File: config.mk
export PLATFORM = sky130hd
export DESIGN_NAME = mips_muldiv_unit
export DESIGN_NICKNAME = d
export VERILOG_FILES = /design/src/rtl/mips_pkg.sv /design/src/rtl/mdu_step.sv /design/src/rtl/mips_muldiv_unit.sv
export SDC_FILE = /design/constraint.sdc
export NUM_CORES = 1
export LEC_CHECK = 0
export CORE_MARGIN = 10
export CORE_UTILIZATION = 50
export CTS_BUF_LIST = sky130_fd_sc_hd__clkbuf_16
export CTS_CLUSTER_SIZE = 12
export DETAILED_ROUTE_END_ITERATION = 8
export GPL_TIMING_DRIVEN = 0
export HOLD_SLACK_MARGIN = 0.03
export PLACE_DENSITY = 0.71
export RECOVER_POWER = 50
export SETUP_SLACK_MARGIN = 0.15
export SLEW_MARGIN = 15
export SYNTH_ARGS = -nofsm -noshare
export SYNTH_HDL_FRONTEND = slang
export SYNTH_HIERARCHICAL = 1
export SYNTH_SLANG_ARGS = --single-unit
File: constraint.sdc
create_clock -name clk -period 3.8 [get_ports clk]
set_input_delay 0.76 -clock clk [delete_from_list [all_inputs] [get_ports clk]]
set_output_delay 0.76 -clock clk [all_outputs]
set_load 0.1 [all_outputs]
File: src/rtl/mips_pkg.sv
// Shared types for the MIPS multiply/divide unit.
//   mdu_op_t    : operation codes carried on req_op
//   mdu_state_t : iteration FSM states
package mips_pkg;

    localparam int unsigned MDU_XLEN_DEFAULT = 32;

    typedef enum logic [2:0] {
        MDU_MULT  = 3'd0,
        MDU_MULTU = 3'd1,
        MDU_DIV   = 3'd2,
        MDU_DIVU  = 3'd3,
        MDU_MTHI  = 3'd4,
        MDU_MTLO  = 3'd5
    } mdu_op_t;

    typedef enum logic [1:0] {
        IDLE,
        RUN,
        FIX
    } mdu_state_t;

endpackage

File: src/rtl/mdu_step.sv
// One combinational radix-2 step shared by multiply and divide.
//   is_div  : 1 = restoring divide step, 0 = shift-add multiply step
//   acc     : partial product high half (mult) / partial remainder (div)
//   opa     : multiplier shifting out LSB-first with product low bits
//             entering at the top (mult), or dividend shifting out
//             MSB-first with quotient bits entering at the bottom (div)
//   opb     : multiplicand / divisor magnitude
//   acc_nxt, opa_nxt : values after this step
module mdu_step #(
    parameter int unsigned XLEN = 32
) (
    input  logic            is_div,
    input  logic [XLEN-1:0] acc,
    input  logic [XLEN-1:0] opa,
    input  logic [XLEN-1:0] opb,
    output logic [XLEN-1:0] acc_nxt,
    output logic [XLEN-1:0] opa_nxt
);

    logic [XLEN:0] sum;
    logic [XLEN:0] trial;
    logic [XLEN:0] diff;

    always_comb begin
        acc_nxt = acc;
        opa_nxt = opa;
        sum     = '0;
        trial   = '0;
        diff    = '0;
        if (is_div) begin
            trial = {acc, opa[XLEN-1]};
            diff  = trial - {1'b0, opb};
            // Remainder is always below the divisor, so bit XLEN of diff is a clean borrow flag.
            if (!diff[XLEN]) begin
                acc_nxt = diff[XLEN-1:0];
                opa_nxt = {opa[XLEN-2:0], 1'b1};
            end else begin
                acc_nxt = trial[XLEN-1:0];
                opa_nxt = {opa[XLEN-2:0], 1'b0};
            end
        end else begin
            sum     = {1'b0, acc} + (opa[0] ? {1'b0, opb} : {(XLEN+1){1'b0}});
            acc_nxt = sum[XLEN:1];
            opa_nxt = {sum[0], opa[XLEN-1:1]};
        end
    end

endmodule

File: src/rtl/mips_muldiv_unit.sv
// Iterative multiply/divide unit with architectural HI/LO registers.
// Ports:
//   clk, rst            : clock, synchronous active-high reset
//   req_valid/req_op    : operation request (mdu_op_t), opnd_a = rs, opnd_b = rt
//   req_ready           : high in IDLE; request accepted on valid & ready & !flush
//   flush               : abandon any in-flight operation, HI/LO untouched
//   mf_req / mf_stall   : MFHI/MFLO in EX, stall while busy
//   busy, done          : iteration in progress / one-cycle HI/LO write pulse
//   hi, lo              : architectural HI/LO
module mips_muldiv_unit
    import mips_pkg::*;
#(
    parameter int unsigned XLEN   = MDU_XLEN_DEFAULT,
    parameter int unsigned UNROLL = 1
) (
    input  logic            clk,
    input  logic            rst,
    input  logic            req_valid,
    input  logic [2:0]      req_op,
    input  logic [XLEN-1:0] opnd_a,
    input  logic [XLEN-1:0] opnd_b,
    output logic            req_ready,
    input  logic            flush,
    input  logic            mf_req,
    output logic            mf_stall,
    output logic            busy,
    output logic            done,
    output logic [XLEN-1:0] hi,
    output logic [XLEN-1:0] lo
);

    localparam int unsigned Steps = XLEN / UNROLL;
    localparam int unsigned CntW  = $clog2(Steps + 1);
    localparam logic [CntW-1:0] StepsInit = CntW'(Steps);

    mdu_state_t      state, state_nxt;
    logic [CntW-1:0] cnt, cnt_nxt;
    logic [XLEN-1:0] acc, acc_nxt;
    logic [XLEN-1:0] opa, opa_nxt;
    logic [XLEN-1:0] opb, opb_nxt;
    logic            op_div, op_div_nxt;
    logic            neg_q, neg_q_nxt;     // negate product or quotient
    logic            neg_r, neg_r_nxt;     // negate remainder
    logic [XLEN-1:0] hi_nxt, lo_nxt;

    // UNROLL chained steps per cycle
    logic [XLEN-1:0] chain_acc [UNROLL+1];
    logic [XLEN-1:0] chain_opa [UNROLL+1];

    assign chain_acc[0] = acc;
    assign chain_opa[0] = opa;

    for (genvar i = 0; i < UNROLL; i++) begin : g_step
        mdu_step #(.XLEN(XLEN)) u_step (
            .is_div  (op_div),
            .acc     (chain_acc[i]),
            .opa     (chain_opa[i]),
            .opb     (opb),
            .acc_nxt (chain_acc[i+1]),
            .opa_nxt (chain_opa[i+1])
        );
    end

    mdu_op_t         op;
    logic            accept;
    logic            is_signed;
    logic            sa, sb;
    logic [XLEN-1:0] abs_a, abs_b;
    logic [2*XLEN-1:0] prod;

    always_comb begin
        op        = mdu_op_t'(req_op);
        accept    = req_valid && (state == IDLE) && !flush;
        is_signed = (op == MDU_MULT) || (op == MDU_DIV);
        sa        = is_signed && opnd_a[XLEN-1];
        sb        = is_signed && opnd_b[XLEN-1];
        abs_a     = sa ? -opnd_a : opnd_a;
        abs_b     = sb ? -opnd_b : opnd_b;
        prod      = {acc, opa};

        state_nxt  = state;
        cnt_nxt    = cnt;
        acc_nxt    = acc;
        opa_nxt    = opa;
        opb_nxt    = opb;
        op_div_nxt = op_div;
        neg_q_nxt  = neg_q;
        neg_r_nxt  = neg_r;
        hi_nxt     = hi;
        lo_nxt     = lo;

        unique case (state)
            IDLE: begin
                if (accept) begin
                    case (op)
                        MDU_MULT, MDU_MULTU, MDU_DIV, MDU_DIVU: begin
                            op_div_nxt = (op == MDU_DIV) || (op == MDU_DIVU);
                            acc_nxt    = '0;
                            opa_nxt    = abs_a;
                            opb_nxt    = abs_b;
                            neg_q_nxt  = sa ^ sb;
                            neg_r_nxt  = sa;
                            cnt_nxt    = StepsInit;
                            state_nxt  = RUN;
                            // Divide by zero: preload the fixed result and let FIX write it.
                            if (op_div_nxt && (opnd_b == '0)) begin
                                acc_nxt   = opnd_a;
                                opa_nxt   = '1;
                                neg_q_nxt = 1'b0;
                                neg_r_nxt = 1'b0;
                                state_nxt = FIX;
                            end
                        end
                        MDU_MTHI: hi_nxt = opnd_a;
                        MDU_MTLO: lo_nxt = opnd_a;
                        default: ;
                    endcase
                end
            end
            RUN: begin
                if (flush) begin
                    state_nxt = IDLE;
                end else begin
                    acc_nxt = chain_acc[UNROLL];
                    opa_nxt = chain_opa[UNROLL];
                    cnt_nxt = cnt - 1'b1;
                    if (cnt == CntW'(1)) begin
                        state_nxt = FIX;
                    end
                end
            end
            FIX: begin
                state_nxt = IDLE;
                if (!flush) begin
                    if (op_div) begin
                        lo_nxt = neg_q ? -opa : opa;
                        hi_nxt = neg_r ? -acc : acc;
                    end else begin
                        {hi_nxt, lo_nxt} = neg_q ? -prod : prod;
                    end
                end
            end
            default: state_nxt = IDLE;
        endcase
    end

    always_ff @(posedge clk) begin
        if (rst) begin
            state  <= IDLE;
            cnt    <= '0;
            acc    <= '0;
            opa    <= '0;
            opb    <= '0;
            op_div <= 1'b0;
            neg_q  <= 1'b0;
            neg_r  <= 1'b0;
            hi     <= '0;
            lo     <= '0;
        end else begin
            state  <= state_nxt;
            cnt    <= cnt_nxt;
            acc    <= acc_nxt;
            opa    <= opa_nxt;
            opb    <= opb_nxt;
            op_div <= op_div_nxt;
            neg_q  <= neg_q_nxt;
            neg_r  <= neg_r_nxt;
            hi     <= hi_nxt;
            lo     <= lo_nxt;
        end
    end

    assign req_ready = (state == IDLE);
    assign busy      = (state != IDLE);
    assign done      = (state == FIX) && !flush;
    assign mf_stall  = mf_req && busy;

endmodule

; ---- Word level (Yosys, flattened, before mapping)
; Cells that the tools add are included.
[classes]
add_sub_neg = 8
n_mul = 0
div_mod_pow = 0
n_lt_le_gt_ge = 0
n_eq_ne = 15
n_shift = 0
mux = 42
bitwise = 1
n_reduce_logical = 22
[op_table]
columns = cell, n
row1 = $mux W32, 24
row2 = $pmux W32 S2, 4
row3 = $neg A32 Y32, 4
row4 = $mux W64, 1
row5 = $neg A64 Y64, 1
row6 = $add A32 B33 Y33, 1
row7 = $sub A33 B32 Y33, 1
row8 = $logic_not A32 Y1, 1
row9 = $mux W6, 3
row10 = $pmux W6 S2, 1
row11 = $reduce_and A4 Y1, 3
row12 = $mux W2, 5
row13 = $ne A2 B1 Y1 const B, 4
row14 = $logic_and A1 B1 Y1, 7
row15 = $eq A3 B2 Y1 const B, 2
row16 = $eq A3 B3 Y1 const B, 2
row17 = $eq A6 B1 Y1 const B, 1
row18 = $reduce_and A3 Y1, 2
row19 = $reduce_bool A2 Y1, 3
row20 = $sub A6 B1 Y6 const B, 1
row21 = $ne A2 B2 Y1 const B, 2
row22 = $pmux W2 S2, 1
row23 = $reduce_or A4 Y1, 1
row24 = $eq A3 B1 Y1 const B, 1
row25 = 9 further kinds, 12
[totals]
regBits = 171
latch_bits = 0
mem_bits_rw = 0
mem_bits_ro = 0
inputBits = 72
wordCells = 98
n_memories = 0

; ---- Longest topological paths before layout
; Gate-level depths: netlist of run 1.
[logic_depth]
depth_word = 8
ltp_mapped = 16
mapped_depth_nobuf = 15

; ---- By module
; Netlist of run 1, hierarchy kept.
[by_module_without_submodules]
columns = module, instances, cells_per_inst, area_each_um2, seq_area_each_um2
row1 = mips_muldiv_unit, 1, 1399, 10498.8, 3423.3
row2 = mdu_step, 1, 688, 4820.9, 0.0

; ---- Worst setup path after synthesis of run 1
; OpenSTA, ideal clock, no wires.
[synth_path]
kind = register to output
from = register state[1]
to = output port mf_stall
arrival_ns = 3.557
t_required_ns = 3.040
setup_slack_ns = -0.517
stages_incl_launch_ff = 5
n_path_buf = 1
cell_sequence = dfxtp_1 clkbuf_1 nor2_1 inv_1 and2_1
[synth_via]
elab_chain_cells = 2
[synth_lines]
columns = element, line
row1 = "start, declared", mips_muldiv_unit.sv:36  ; mdu_state_t state, state_nxt;
row2 = "start signal, assigned", mips_muldiv_unit.sv:160  ; state <= state_nxt;
row3 = $reduce_bool A2 Y1, mips_muldiv_unit.sv:174  ; assign busy = (state != IDLE);
row4 = net busy, mips_muldiv_unit.sv:26  ; output logic busy,
row5 = $logic_and A1 B1 Y1, mips_muldiv_unit.sv:176  ; assign mf_stall = mf_req && busy;
row6 = "end, declared", mips_muldiv_unit.sv:25  ; output logic mf_stall,
; The timed path passes the listed nets, and every way through them passes these cells.

; ---- Final worst setup path of run 1
[layout_path]
from = input port flush
to = output port done
[layout_via]
elab_chain_cells = 2
[layout_lines]
columns = element, line
row1 = "start, declared", mips_muldiv_unit.sv:23  ; input logic flush,
row2 = $logic_not A1 Y1, mips_muldiv_unit.sv:175  ; assign done = (state == FIX) && !flush;
row3 = $logic_and A1 B1 Y1, mips_muldiv_unit.sv:175
row4 = "end, declared", mips_muldiv_unit.sv:27  ; output logic done,
; Every way passes these cells.

==> results, run 1 <==
- A synthesized cell averages 7.34 um2.
- Measured in cells, the most critical reg-to-reg path has a length of 16.
- In the final routed layout, each cell accounts on average for 28.4 um.
- The share of flip-flops with an asynchronous set or reset after synthesis is 0%.
- The detailed router finished its first iteration with 2412 violations.
- The worst path in the final design needs a cycle of about 3.7 ns, including I/O delays and setup.
- Max-cap violations in this run came to 0.
- The peak supply drop is 363 uV.
- The root buffer selected by CTS is sky130_fd_sc_hd__clkbuf_16.
- In this run the core area contains 64 standard-cell rows.
- The register-to-register path setup slack is 0.16 ns.
- The half-perimeter wire length after placement is 58200 um.
- The summed instance area of the synthesized netlist is around 15000 um2.
- The final-layout setup total negative slack is 0 ns.
- The number of different library cells in the post-synthesis netlist is 87.
- The maximum cell stage delay along the critical path is 0.81 ns.
- Setup repair after global routing could not meet its margin everywhere.
- In this run the deepest clock path goes through 2 buffers.
- The flow ran to the end, and the final reports show no timing, DRC or antenna violations.
- The via count of the first global-routing pass is 17300.
- The count of warnings emitted by yosys is 6.
- The area overhead of the layout relative to synthesis is 18.9%.
- The launching element type of the critical path is an input port.
- The overall fraction of global-route tracks in use is 37.7%.
- The internal power of the cells is 3600 uW.
- The total of buffers placed on input and output ports is 135.
- The clock input transition at the sequential cells of the worst setup and hold paths is 0.07 ns.
- After detailed routing, the number of remaining DRC violations is 0.
- The number of max-slew violations in the final report is 0.
- The worst hold path passes through 2 cells.
- The floorplan core area is 30400 um2.
- Wires add up to 75900 um.
- The final hold violation count was 0.
- At the end of routability-driven placement, the weighted congestion stood at around 1.0.
- At the worst endpoint, the required time is slightly above 3 ns.
- The worst-case clock skew is roughly 0.018 ns.
- The detailed-route via count is ~18000.
- The synthesized netlist cell count is 2087.
- The number of antenna violations at the first check in global routing came to 3.
- The switching share of power is a little over two fifths.
- TritonCTS built the clock tree.
- The share of total power dissipated in combinational logic is slightly below 40%.
- The number of synthesized flops with an enable pin is 0.
- For this run, the top clock speed supported by timing is 267 MHz.
- The net switching power is 2710 uW.
- The critical setup path kind is in -> out.
- The detail-routed via count per cell is 6.92.
- Summed over all layers, the global routing overflow is 0.
- In this run the remaining antenna-violating nets after routing total 0.
- Cells fill 59.9% of the core in the end.
- The clock share of power is 28.0%.
- The wire length of the first global-routing pass is between 100000 and 150000 um.
- The post-route netlist has 9.27% of its cells at a drive strength greater than 1.
- The sequential cell fraction of total power is 32.3%.
- The min-delay analysis places its worst path in the category reg -> reg.
- The fill cell instance count of the final layout is 2900.
- Setup violations remaining at the end of the flow were counted as 0.
- The portion of the post-synthesis area used by sequential elements is around 22%.
- In this run the static leakage power is approximately 0.0072 uW.
- The depth of the CTS H-tree is 4.
- In this run the tightest slew margin relative to its limit is between 20% and 30%.
- Once the floorplan was initialized, standard cells occupied roughly 50% of the core.
- CTS saw 171 sinks.
- The die area is approximately 38000 um2.
- For the pin with the worst max-slew slack, the measured transition is 1.16 ns.
- The slowest stage cell on the critical path is sky130_fd_sc_hd__dlygate4sd3_1.
- In this run the power density over the cells is 346 nW/um2.
- The first TritonRoute pass finished after 9 iterations.
- The later pin in the worst-skew pair is clocked with a latency of around 0.47 ns.
- When the netlist entered floorplanning its net count stood at 2231.
- The signal on the critical path passes through dlygate4sd3_1 -> inv_1 -> nand2_2 -> clkinv_2 -> clkbuf_2 -> buf_4.
- Counting the buffers created by CTS gives 17.
- The kind of capture point of the worst setup path is an output pin.
- Synthesis inferred about 170 register bits.
- In the synthesized netlist the dominant register cell turns out to be sky130_fd_sc_hd__dfxtp_1.
- between 100 and 150 I/O pins were placed.
- The largest fanout of any net on the critical path is 10.
- The die is about 200 um tall.
- The net count of the finished layout is 2407.
- The largest net degree at the start of global routing is 18.
- The data arrival time of the worst path is 2.98 ns.
- The die is 195 um wide.
- The post-route clock period utilization is 98.4%.
-- power groups by stage --
stage	clock, uW	combinational (uW)	sequential, uW
global placement	0	2280	2060
floorplan	0	1500	2050
global route	1820	2630	2040
finish	1760	2510	2040
CTS	1750	2340	2020
detailed placement	0	2300	2060
-- repair_timing --
action                                  CTS  global route
pin swaps                                15            18
resized for setup                        43            49
endpoints found under the setup margin   66            43
endpoints found under the hold margin     0             0
setup buffers                            13             9
hold buffers                              0             0
-- registers in the layout (all words and copies together), names as in the netlist --
register,flops
neg_r,1
op_div,1
lo,32
neg_q,1
state,2
hi,32
acc,32
cnt,6
opa,32
opb,32
-- worst paths after layout --
check / from / to
setup / recovery: flush / done
setup reg to reg: opa[0] / acc[28]
hold reg to reg: lo[16] / lo[16]
hold / removal: lo[16] / lo[16]
-- synthesized netlist by cell type (all sizes together) (33+ instances only) --
cell    instances  area (um2)
nor2          208         781
nand2         201         757
a21oi         183         953
dfxtp         171        3420
o21ai         118         598
clkbuf        107         402
nor3           88         440
xnor2          86         753
xor2           74         648
inv            71         267
ha             70         876
a211oi         50         390
nand3          44         220
and2           42         263
a31oi          40         265
a221oi         39         342
nor4           39         278
a21o           35         263
mux2           33         372
-- per-stage QoR --
stage | total power (uW) | cells | worst slack [ns] | area, um2 | hold WS (ns)
3_3_place_gp | 4340 | 2618 | -0.965 | 17200 | 0.443
2_1_floorplan | 3560 | 2087 | 0.232 | 15300 | 0.440
5_1_grt | 6480 | 2672 | 0.0515 | 18200 | 0.473
4_1_cts | 6110 | 2663 | 0.119 | 18000 | 0.458
6_report | 6310 | 2673 | 0.0608 | 18200 | 0.454
3_5_place_dp | 4360 | 2618 | -0.947 | 17200 | 0.448
-- area by class of cell --
| cell class | instances | area (um2) | share of cell area (%) |
|---|---|---|---|
| Clock inverter | 15 | 133 | 0.728 |
| Clock buffer | 17 | 425 | 2.34 |
| Multi-Input combinational cell | 1704 | 11300 | 62.0 |
| Inverter | 74 | 279 | 1.53 |
| Antenna cell | 1 | 2.50 | 0.0137 |
| Buffer | 138 | 612 | 3.36 |
| Sequential cell | 171 | 3450 | 19.0 |
| Tap cell | 396 | 495 | 2.72 |
| Timing Repair Buffer | 157 | 1520 | 8.32 |
-- per-layer routing --
layer,GRT usage [%],vias to the layer above,share of wire [%]
met3,11.9,397,13
met4,27.1,2,8.7
li1,-,8095,-
met5,0,-,0.020
met1,43.0,8601,36
met2,58.8,1403,43
-- cell usage in the layout (no fill, tap or decap), drive strengths merged, types with 13 or more instances in the layout --
cell type / netlist / routed
a211o: 17 / 17
a211oi: 50 / 50
a21o: 35 / 35
a21oi: 183 / 183
a221oi: 39 / 39
a31oi: 40 / 40
and2: 42 / 42
and3: 15 / 15
buf: 31 / 48
clkbuf: 107 / 130
clkdlybuf4s50: 0 / 69
dfxtp: 171 / 171
dlygate4sd3: 0 / 65
ha: 70 / 70
inv: 71 / 80
mux2: 33 / 33
nand2: 201 / 201
nand2b: 13 / 13
nand3: 44 / 44
nand4: 20 / 20
nor2: 208 / 208
nor2b: 14 / 14
nor3: 88 / 88
nor4: 39 / 39
o211ai: 17 / 17
o21a: 14 / 14
o21ai: 118 / 118
o221ai: 29 / 29
o31ai: 21 / 21
o41ai: 20 / 20
or3: 18 / 18
or4: 16 / 16
xnor2: 86 / 86
xor2: 74 / 74
-- critical path, delay by kind of cell --
kind / cells / cell delay, ns
buf+inv: 5 / 1.94
simple gates: 1 / 0.26
-- logic make-up after synthesis --
group | synth area share (%)
xor gates and xnor gates | 9.15
AOI/OAI and AO/OA | 30.2
buffers and inverters | 5.63
DFF | 22.3
adders and majority gates | 5.98
and+or+nand+nor | 23.6
muxes | 3.14
(Power assumes the default switching activity.)
==> inputs of run 2 (changes only) <==
CAP_MARGIN = 25   (was unset)
CORE_MARGIN = unset   (was 10)
==> results, run 2 (synthesis results as in run 1) <==
- The flow ran to the end, and the final reports show no timing, DRC or antenna violations.
- The die area was 31300 um2 (-18%).
- The wire length of the first global-routing pass came to 104000 um (-5.8%).
- The overall fraction of global-route tracks in use is 45.1% (+7.4 points).
- The register-to-register path setup slack came to 0.02 ns (-0.14 ns).
- The post-place setup slack came to -0.867 ns (+0.0802 ns).
- The data arrival time of the worst path is 4.11 ns (+1.13 ns).
- The largest fanout of any net on the critical path is 5 (-5).
- The maximum cell stage delay along the critical path is 0.40 ns (-0.41 ns).
- The relative slew slack is 25.9% (+4.3 points).
- The total clock buffers created by CTS was 17 (unchanged).
- The effective utilization at floorplan is 51.3% (+0.93 points).
- The post-route clock period utilization is 99.4% (+1.0 points).
- The reg-to-reg startpoint is opa[0].
- The deepest clock path buffer count was 2 (unchanged).
- The antenna violation net count after detailed routing was 0 (unchanged).
- The floorplan core area is 29900 um2 (-1.8%).
- The insertion delay of the later-clocked pin in the worst-skew pair is 0.48 ns (about the same).
- The number of cells on the critical path came to 23 (+17).
- The kind of capture point of the worst setup path is a flop.
- The minimum clock period is 3.78 ns (+0.0395 ns).
- The worst hold path depth came to 2 (unchanged).
- The slew at the pin closest to its max-slew limit is 1.11 ns (-0.0531 ns).
- The reg-to-reg critical path endpoint is acc[5].
- The power density over the cells was 359 nW/um2 (+3.6%).
- Counting stages on the worst path, the most repeated cell is sky130_fd_sc_hd__buf_4.
- The class of the tightest hold or removal check is reg -> reg.
- The I/O pin count is 140 (unchanged).
- The library cell used most frequently in the layout, excluding fill and tap cells, is sky130_fd_sc_hd__nor2_1.
- The placer congestion estimate is 1.08 (+2.8%).
- The source of the worst hold timing path is lo[18].
- The net count of the finished layout is 2429 (+0.91%).
- The depth of the CTS H-tree is 4 (unchanged).
- TritonCTS built the clock tree.
- The leftover overflow at the end of global routing is 0 (unchanged).
- The root buffer selected by CTS is sky130_fd_sc_hd__clkbuf_16.
- The worst-case clock skew was 0.0222 ns (+0.00378 ns).
- The critical path is of the reg -> reg type.
- In the layout the commonest cells are sky130_fd_sc_hd__nor2_1, sky130_fd_sc_hd__nand2_1, sky130_fd_sc_hd__a21oi_1.
- The total DRC errors in the routed layout was 0 (unchanged).
- The upper clock frequency limit is 265 MHz (-1.0%).
- The largest net degree at the start of global routing was 17 (-1).
- The via count of the first global-routing pass is 16200 (-6.2%).
- The DRC marker count from the first detailed-route iteration came to 2382 (-1.2%).
- The worst-case hold slack is 0.452 ns (-0.00129 ns).
- The leakage component of the power is 0.00745 uW (+2.9%).
- The count of buffering cells on the critical path with inverters included is 12 (+7).
- The number of max-cap violations is 0 (unchanged).
- The final instance area is 18600 um2 (+2.4%).
- The number of max-slew violations in the final report was 0 (unchanged).
- The detail-routed via count per cell is 6.83 (-1.4%).
- The clock input transition at the sequential cells of the worst setup and hold paths is 0.08 ns (about the same).
- The standard cell area after detailed placement came to 17200 um2 (about the same).
- The number of cell rows is 63 (-1.6%).
- The depth of the worst register-to-register path is 23 (+7).
- The total clock sinks is 171 (unchanged).
- The worst endpoint required time is 4.13 ns (+1.09 ns).
- The setup violation total in the final timing report is 0 (unchanged).
- Among all stages on the critical path, the largest delay is contributed by sky130_fd_sc_hd__dfxtp_4.
- The number of antenna violations at the first check in global routing came to 1 (-2).
- The area growth from synthesis to layout is 21.7%.
- The overall power consumption is 6690 uW (+6.0%).
- The detailed-route via count is 18400 (-0.69%).
- The cell type group with the largest total delay on the critical path is buffers and inverters.
- The endpoint of the worst hold-timing path is lo[18].
- The first-pass iteration count of the detailed router is 6 (-3).
- The x dimension of the die is 177 um (-9.2%).
- Traced cell by cell, the critical path runs through buf_8 -> and2_4 -> ha_4 -> fa_2 -> a211oi_2 -> buf_4 -> buf_4 -> buf_4 -> buf_4 -> buf_4 -> buf_4 -> buf_4 -> buf_4 -> buf_4 -> buf_4 -> buf_4 -> o21bai_1 -> a211oi_1 -> nor3_1 -> a31oi_1 -> o21ai_1 -> a221oi_2 -> nor3_1.
- The total wire length after detailed routing came to 72300 um (-4.8%).
- The number of buffers inserted for hold repair after clock tree synthesis is 0 (unchanged).
- The detailed-route wire length per cell is 26.9 um (-5.4%).
- The total of buffers placed on input and output ports is 135 (unchanged).
- The half-perimeter wire length after placement is 55200 um (-5.0%).
- The least setup slack across all paths after layout is 0.0212 ns (-0.0395 ns).
- The peak supply drop came to 338 uV (-6.9%).
- In this run the worst setup path begins at opa[0].
- The launching element type of the critical path is a flop.
- The final hold violation count is 0 (unchanged).
- The final-layout setup total negative slack is 0 ns (unchanged).
- The layout cell share with drive strength beyond 1 came to 10.5% (+1.3 points).
- The height of the die is 177 um (-9.2%).
- Setup repair after global routing could not meet its margin everywhere.
[run 2: cell count changes in the layout (fill, tap and decap cells not counted), sizes merged]
cell           previous run  this run
buf                      48        70
inv                      80        75
bufinv                    0         3
clkinv                    6         9
diode                     1         3
clkdlybuf4s50            69        68
clkinvlp                  3         2
dlygate4sd3              65        66
[run 2: what timing repair did]
action,in CTS,in global routing
pin swaps,10,42
cloned,0,2
setup buffers,23,17
endpoints found under the setup margin,59,46
resized for setup,39,81
[run 2: final cells by class]
type | instances | area (um2)
multi-input combinational | 1704 | 11400
fill | 2781 | 11200
sequential | 171 | 3450
timing repair buffer | 179 | 1760
buffer | 138 | 626
tap | 390 | 488
clock buffer | 17 | 425
inverter | 74 | 283
clock inverter | 15 | 186
antenna | 3 | 7.51
[run 2: where the power goes]
| group | leakage, uW | switching, uW | internal (uW) |
|---|---|---|---|
| clock | 0.000299 | 869 | 1050 |
| combinational | 0.00575 | 1720 | 1030 |
| sequential | 0.00140 | 165 | 1870 |
| total | 0.00745 | 2750 | 3940 |
[run 2: per-stage QoR]
stage	utilization, %	instances
final	62.4	2691
after global routing	62.4	2688
after CTS	60.6	2668
after detailed placement	57.5	2613
after global placement	57.4	2612
after floorplan	-	2087
[run 2: worst max path at each step]
| stage | end | slack [ns] |
|---|---|---|
| 5_1_grt | acc[31] | -0.06 |
| 4_1_cts | acc[29] | 0.16 |
| 2_1_floorplan | mf_stall | 0.23 |
| 6_report | acc[5] | 0.02 |
| 3_3_place_gp | acc[31] | -0.80 |
| 3_5_place_dp | acc[31] | -0.87 |
[run 2: layer usage]
layer,share of wire [%],wire length [um],global-route usage [%]
met2,39,28100,61.5
met4,5.4,3870,23.7
met5,0.026,19,0
met3,15,11100,17.1
met1,40,29300,60.5
[run 2: worst reg2reg max path: cells and delay by family (launching register included)]
| family | cells | cell delay (ns) |
|---|---|---|
| AO/OA/AOI/OAI | 6 | 1.14 |
| adder cells (fa/ha/maj) | 2 | 0.55 |
| AND/OR/NAND/NOR | 3 | 0.29 |
| buffers and inverters | 12 | 1.25 |
| flip-flops | 1 | 0.40 |
